<file path="src/rtl/spi_byte_engine.sv">
// Byte-wide SPI mode-0 master shifter with a one-entry transmit holding register.
// Shifts MSB first on MOSI while capturing MISO and returns each received byte with a valid pulse.
module spi_byte_engine (
    input  logic       iClk,
    input  logic       iRstN,
    input  logic [3:0] iClkDiv,
    input  logic       iSend,
    input  logic [7:0] iData,
    output logic [7:0] oData,
    output logic       oAvail,
    output logic       oTaken,
    output logic       oBusy,
    output logic       oMosi,
    input  logic       iMiso,
    output logic       oSck
);

    localparam int unsigned DATA_W = 8;
    localparam int unsigned DIV_W  = 4;
    localparam int unsigned BIT_W  = 3;

    typedef enum logic [1:0] {
        ST_IDLE = 2'd0,
        ST_LO   = 2'd1,
        ST_HI   = 2'd2
    } state_e;

    state_e              state_q, state_d;
    logic [DATA_W-1:0]   hold_q, hold_d;
    logic                hold_full_q, hold_full_d;
    logic [DATA_W-1:0]   shift_q, shift_d;
    logic [DATA_W-1:0]   rx_q, rx_d;
    logic [DIV_W-1:0]    div_q, div_d;
    logic [DIV_W-1:0]    cnt_q, cnt_d;
    logic [BIT_W-1:0]    bit_cnt_q, bit_cnt_d;
    logic                sck_q, sck_d;
    logic                mosi_q, mosi_d;
    logic [DATA_W-1:0]   data_q, data_d;
    logic                avail_q, avail_d;
    logic                taken_q, taken_d;
    logic                busy_q, busy_d;

    logic phase_done;
    logic last_bit;
    logic load;
    logic accept;

    assign phase_done = (cnt_q == '0);
    assign last_bit   = (bit_cnt_q == '0);
    // Hold moves into the shifter from idle, or seamlessly at the end of the last high phase.
    assign load   = hold_full_q &&
                    ((state_q == ST_IDLE) ||
                     ((state_q == ST_HI) && phase_done && last_bit));
    assign accept = iSend && (!hold_full_q || load);

    // State register
    always_ff @(posedge iClk) begin
        if (!iRstN) begin
            state_q <= ST_IDLE;
        end else begin
            state_q <= state_d;
        end
    end

    // Next-state logic
    always_comb begin
        state_d = state_q;
        case (state_q)
            ST_IDLE: begin
                if (hold_full_q) begin
                    state_d = ST_LO;
                end
            end
            ST_LO: begin
                if (phase_done) begin
                    state_d = ST_HI;
                end
            end
            ST_HI: begin
                if (phase_done) begin
                    if (!last_bit || hold_full_q) begin
                        state_d = ST_LO;
                    end else begin
                        state_d = ST_IDLE;
                    end
                end
            end
            default: state_d = ST_IDLE;
        endcase
    end

    // Datapath and output next values
    always_comb begin
        hold_d      = hold_q;
        hold_full_d = hold_full_q;
        shift_d     = shift_q;
        rx_d        = rx_q;
        div_d       = div_q;
        cnt_d       = cnt_q;
        bit_cnt_d   = bit_cnt_q;
        sck_d       = sck_q;
        mosi_d      = mosi_q;
        data_d      = data_q;
        avail_d     = 1'b0;
        taken_d     = 1'b0;

        if ((state_q != ST_IDLE) && !phase_done) begin
            cnt_d = cnt_q - DIV_W'(1);
        end

        if ((state_q == ST_LO) && phase_done) begin
            cnt_d = div_q;
            sck_d = 1'b1;
            rx_d  = {rx_q[DATA_W-2:0], iMiso};
        end

        if ((state_q == ST_HI) && phase_done) begin
            sck_d = 1'b0;
            if (!last_bit) begin
                cnt_d     = div_q;
                bit_cnt_d = bit_cnt_q - BIT_W'(1);
                shift_d   = {shift_q[DATA_W-2:0], 1'b0};
                mosi_d    = shift_q[DATA_W-2];
            end else begin
                data_d  = rx_q;
                avail_d = 1'b1;
                mosi_d  = 1'b1;
            end
        end

        if (load) begin
            shift_d   = hold_q;
            div_d     = iClkDiv;
            cnt_d     = iClkDiv;
            bit_cnt_d = BIT_W'(DATA_W - 1);
            mosi_d    = hold_q[DATA_W-1];
            taken_d   = 1'b1;
        end

        hold_full_d = accept || (hold_full_q && !load);
        if (accept) begin
            hold_d = iData;
        end

        // Includes the current state so busy stays up through the completion cycle.
        busy_d = (state_d != ST_IDLE) || hold_full_d || (state_q != ST_IDLE);
    end

    // Datapath and output registers
    always_ff @(posedge iClk) begin
        if (!iRstN) begin
            hold_q      <= '0;
            hold_full_q <= 1'b0;
            shift_q     <= '0;
            rx_q        <= '0;
            div_q       <= '0;
            cnt_q       <= '0;
            bit_cnt_q   <= '0;
            sck_q       <= 1'b0;
            mosi_q      <= 1'b1;
            data_q      <= '0;
            avail_q     <= 1'b0;
            taken_q     <= 1'b0;
            busy_q      <= 1'b0;
        end else begin
            hold_q      <= hold_d;
            hold_full_q <= hold_full_d;
            shift_q     <= shift_d;
            rx_q        <= rx_d;
            div_q       <= div_d;
            cnt_q       <= cnt_d;
            bit_cnt_q   <= bit_cnt_d;
            sck_q       <= sck_d;
            mosi_q      <= mosi_d;
            data_q      <= data_d;
            avail_q     <= avail_d;
            taken_q     <= taken_d;
            busy_q      <= busy_d;
        end
    end

    assign oData  = data_q;
    assign oAvail = avail_q;
    assign oTaken = taken_q;
    assign oBusy  = busy_q;
    assign oMosi  = mosi_q;
    assign oSck   = sck_q;

endmodule
</file>
<file path="config.mk">
export PLATFORM = sky130hd
export DESIGN_NAME = spi_byte_engine
export DESIGN_NICKNAME = d
export VERILOG_FILES = /design/src/rtl/spi_byte_engine.sv
export SDC_FILE = /design/constraint.sdc
export NUM_CORES = 1
export LEC_CHECK = 0
export BUFFER_PORTS_ARGS = -buffer_cell sky130_fd_sc_hd__buf_2
export CAP_MARGIN = 25
export CORE_MARGIN = 3
export CORE_UTILIZATION = 56
export CTS_CLUSTER_SIZE = 25
export DETAILED_ROUTE_END_ITERATION = 6
export PLACE_DENSITY = 0.81
export SLEW_MARGIN = 15
export SYNTH_ARGS = -nofsm -noshare
export SYNTH_HDL_FRONTEND = slang
export SYNTH_SLANG_ARGS = --single-unit
</file>
<file path="constraint.sdc">
create_clock -name iClk -period 2.46 [get_ports iClk]
set_input_delay 0.123 -clock iClk [delete_from_list [all_inputs] [get_ports iClk]]
set_output_delay 0.123 -clock iClk [all_outputs]
set_load 0.03 [all_outputs]
</file>
==> results.txt <==
----------------------------------------------------
[Setup path]
  Register-to-register setup slack ... 0.41 ns
  Setup crit end kind ... register
  Critical Setup Path Class ... reg2reg
  Worst path required time ... 2.69 ns
  Worst path depth ... 7
  Largest fanout on the critical path ... 16
  Crit path buf inv count ... 2
  R2R Path End ... shift_q[4]$_SDFFE_PN0P_
  Arrival time at the worst endpoint ... 2.29 ns
  R2r worst-path depth ... 7
  List of cells traversed by the critical path ... inv_1 -> ha_1 -> or3b_1 -> a211oi_4 -> buf_4 -> o21ai_0 -> a31oi_1
  Critical path's top delay family ... compound AO/OA/AOI/OAI gates
  Reg-to-reg startpoint ... cnt_q[0]$_SDFF_PN0_
  Startpoint Class ... register
  Largest incremental delay on the critical path ... 0.50 ns
  Worst-path cell with the longest stage delay ... sky130_fd_sc_hd__or3b_1

[Worst hold path]
  Sink of the worst hold path ... cnt_q[0]$_SDFF_PN0_
  Hold path start ... iClkDiv[0]
  Class of the tightest hold or removal check ... in2reg
  Worst Hold Depth ... 3

[Timing]
  Period utilisation layout ... 83.5%
  Final setup TNS ... 0 ns
  Slew Limit Fails ... 0
  Hold_ws ... 0.0444 ns
  Slew HR ... 57.7%
  Setup violators final ... 0
  Worst setup slack after layout ... 0.407 ns
  RSZ-0062 raised after global routing ... false
  Clock skew ... 0.00478 ns
  Pin slew with the least headroom to its limit ... 0.634 ns
  Max frequency ... 487 MHz
  Hold violation count in the final report ... 0
  Min Clock Period, post-route ... 2.05 ns

[Logic synthesis]
  Syn Area/Cell ... 8.34 um2
  Warnings, synthesis ... 0
  Count of cell types in the netlist ... 41
  Post-synth net total ... 282
  Post-synthesis register bit count ... 50
  Share of synthesized flip-flops with an asynchronous set or reset ... 0%
  Most used flip-flop cell after synthesis ... sky130_fd_sc_hd__dfxtp_1
  Instance count of the mapped netlist ... 263
  Count of flip-flops with a built-in enable after synthesis ... 0
  Seq/Total Area, Yosys ... 45.6%
  Combined area of all synthesized cells ... 2190 um2

[Drt]
  Drt first-iter violations ... 141
  DRC Markers ... 0
  Residual antenna-violating net count after detailed routing ... 0
  Total via count in the routed design ... 1894
  Post-Route WL ... 4700 um
  Vias per std cell ... 5.59
  Length of the first detailed-routing pass in iterations ... 4
  Detailed-route wire length per cell ... 13.9 um

[Clock network]
  Post-CTS setup repair buffer count ... 0
  Count of H-tree levels built during CTS ... 2
  Clock sink total ... 50
  Total of cells resized after clock tree synthesis ... 0
  Clk root buf ... sky130_fd_sc_hd__clkbuf_8
  Clock slew at reported path FFs ... 0.09 ns
  Total clock buffers created by CTS ... 5
  Number of buffers between clock root and the deepest sink ... 2
  Source-to-sink clock delay at the later pin of the worst-skew pair ... 0.30 ns
  Hold-fix buffer count after cts ... 0
  Clock tree from TritonCTS ... built

[GRT]
  Largest net degree at the start of global routing ... 30
  Aggregate global-route resource usage ... 21.7%
  Vias in the first global route ... 1647
  First-pass GRT wire length ... 7680 um
  Initial antenna violation count ... 0
  Overall overflow remaining after global route ... 0

[Floorplan]
  Die boundary height ... 68.6 um
  Count of standard-cell rows ... 22
  Initial Utilization ... 59.1%
  Die area ... 4710 um2
  Count of boundary I/O pins ... 29
  Area of the placeable core ... 3720 um2
  Die boundary width ... 68.6 um

[Pwr]
  Total power draw ... 2.11 mW
  Power per standard cell area ... 836 nW/um2
  Leakage power summed over all cells ... 1.03 nW
  Portion of total power attributed to combinational logic ... 23.6%
  Internal power ... 1.47 mW
  Net Switching ... 637 uW
  Relative contribution of the clock network to total power ... 32.4%
  Peak supply drop ... 621 uV
  Fraction of power spent switching nets ... 30.2%
  Part of the power in registers ... 44.0%

[Cells and area]
  ANT cells ... 0
  Combined area of the multi-input logic cells ... 1080 um2
  Sequential standard cell area ... 1000 um2
  Fin nets ... 309
  Fill cell instance count of the final layout ... 317
  Area of all placed cells without fillers ... 2520 um2
  Number of standard cells in the final layout excluding fillers ... 339
  Fraction of layout cells with a size suffix above 1 ... 17.5%
  Final cell utilization of the core ... 67.8%
  Layout overhead on the synthesized area ... 14.9%

[Placement]
  Placer congestion estimate ... 0.901
  Area after DPL ... 2380 um2
  Count of port buffers added during placement ... 28
  Hpwl dp ... 3270 um
  Worst-case setup slack after placement ... 0.442 ns
  Count of placed standard cells including taps ... 331

[Flow run]
  Number of max-cap violations ... 0

[Run status]
  Outcome ... complete, no violations

----------------------------------------------------
-- area by class of cell --
class                   count  area share, %
well taps                  48           2.38
repair buffers             38           8.54
flip-flops and latches     50           39.7
inverters                   7           1.04
multi-input cells         188           42.9
clock inverters             3           2.73
clock buffers               5           2.73
-- power by group through the flow --
stage | clock (mW) | combinational [mW] | sequential [mW]
3_3_place_gp | 0 | 0.482 | 0.943
6_report | 0.683 | 0.498 | 0.928
4_1_cts | 0.695 | 0.494 | 0.927
3_5_place_dp | 0 | 0.492 | 0.946
2_1_floorplan | 0 | 0.365 | 0.943
5_1_grt | 0.725 | 0.555 | 0.938
-- synthesized netlist by cell type (2+ instances only) --
master                     count  share of area, %
sky130_fd_sc_hd__nand3_1      20               4.6
sky130_fd_sc_hd__mux2i_1       9               4.1
sky130_fd_sc_hd__o21ai_0      16               3.6
sky130_fd_sc_hd__nor2b_1       5               1.4
sky130_fd_sc_hd__nand2b_1      2              0.57
sky130_fd_sc_hd__a21oi_1      33               7.5
sky130_fd_sc_hd__buf_2         9               2.1
sky130_fd_sc_hd__ha_1          3               1.7
sky130_fd_sc_hd__inv_1         6               1.0
sky130_fd_sc_hd__o32ai_1       2              0.80
sky130_fd_sc_hd__o311ai_0      2              0.80
sky130_fd_sc_hd__xor2_1        2              0.80
sky130_fd_sc_hd__clkbuf_1      8               1.4
sky130_fd_sc_hd__nand4_1       2              0.57
sky130_fd_sc_hd__a31oi_1       7               2.0
sky130_fd_sc_hd__nand2_1      37               6.3
sky130_fd_sc_hd__dfxtp_1      50                46
sky130_fd_sc_hd__nor2_1       19               3.2
sky130_fd_sc_hd__a21o_1        4               1.4
sky130_fd_sc_hd__nor3b_1       4               1.4
sky130_fd_sc_hd__o21ai_1       2              0.46
sky130_fd_sc_hd__nor3_1        2              0.46
-- cell families (layout without fill, tap and decap cells) --
logic type,count (synthesis),count (layout),share of synthesized area (%)
flops,50,50,45.6
xor+xnor,2,2,0.798
buf+inv,25,53,5.13
compound gates,76,76,21.1
simple gates,97,97,21.0
fa+ha+maj,3,3,1.71
mux,10,10,4.62
-- routing by layer --
layer  part of all wire, %  global-route usage (%)  up-vias
met2                    46                    33.0       36
met1                    49                    30.1      882
li1                      -                       -      972
met5                     0                       0        -
met4                  0.79                    5.46        0
met3                   4.2                    6.16        4
-- flip-flops by register name, indices dropped and copies added (netlist names) --
| signal | cells |
|---|---|
| hold_q | 8 |
| oData | 8 |
| rx_q | 8 |
| shift_q | 7 |
| cnt_q | 4 |
| div_q | 4 |
| bit_cnt_q | 3 |
| state_q | 2 |
| hold_full_q | 1 |
| oAvail | 1 |
| oBusy | 1 |
| oMosi | 1 |
| oSck | 1 |
| oTaken | 1 |
-- worst max-delay path by stage --
stage	start	endpoint	slack, ns
2_1_floorplan	cnt_q[0]$_SDFF_PN0_	state_q[0]$_SDFF_PN0_	0.61
3_3_place_gp	cnt_q[0]$_SDFF_PN0_	bit_cnt_q[1]$_SDFFE_PN0P_	0.49
6_report	cnt_q[0]$_SDFF_PN0_	shift_q[4]$_SDFFE_PN0P_	0.41
4_1_cts	cnt_q[0]$_SDFF_PN0_	shift_q[4]$_SDFFE_PN0P_	0.40
3_5_place_dp	cnt_q[0]$_SDFF_PN0_	shift_q[4]$_SDFFE_PN0P_	0.44
5_1_grt	cnt_q[0]$_SDFF_PN0_	shift_q[4]$_SDFFE_PN0P_	0.24
-- worst register-to-register path, delay by kind of cell, from the launching register on --
family / cells / cell delay (ns)
AO/OA/AOI/OAI: 3 / 0.56
AND/OR/NAND/NOR: 1 / 0.50
flip-flops: 1 / 0.35
buffers and inverters: 2 / 0.34
adder cells (fa/ha/maj): 1 / 0.23
-- cells in the final DEF, fill, tap and decap left out, types with 4 or more instances in the layout --
cell,n
sky130_fd_sc_hd__a21o_1,4
sky130_fd_sc_hd__a21oi_1,33
sky130_fd_sc_hd__a31oi_1,7
sky130_fd_sc_hd__buf_2,28
sky130_fd_sc_hd__buf_4,10
sky130_fd_sc_hd__clkbuf_8,5
sky130_fd_sc_hd__dfxtp_1,50
sky130_fd_sc_hd__inv_1,6
sky130_fd_sc_hd__mux2i_1,9
sky130_fd_sc_hd__nand2_1,37
sky130_fd_sc_hd__nand3_1,20
sky130_fd_sc_hd__nor2_1,19
sky130_fd_sc_hd__nor2b_1,5
sky130_fd_sc_hd__nor3b_1,4
sky130_fd_sc_hd__o21ai_0,16
No activity file was read; power rests on OpenSTA's default activity.
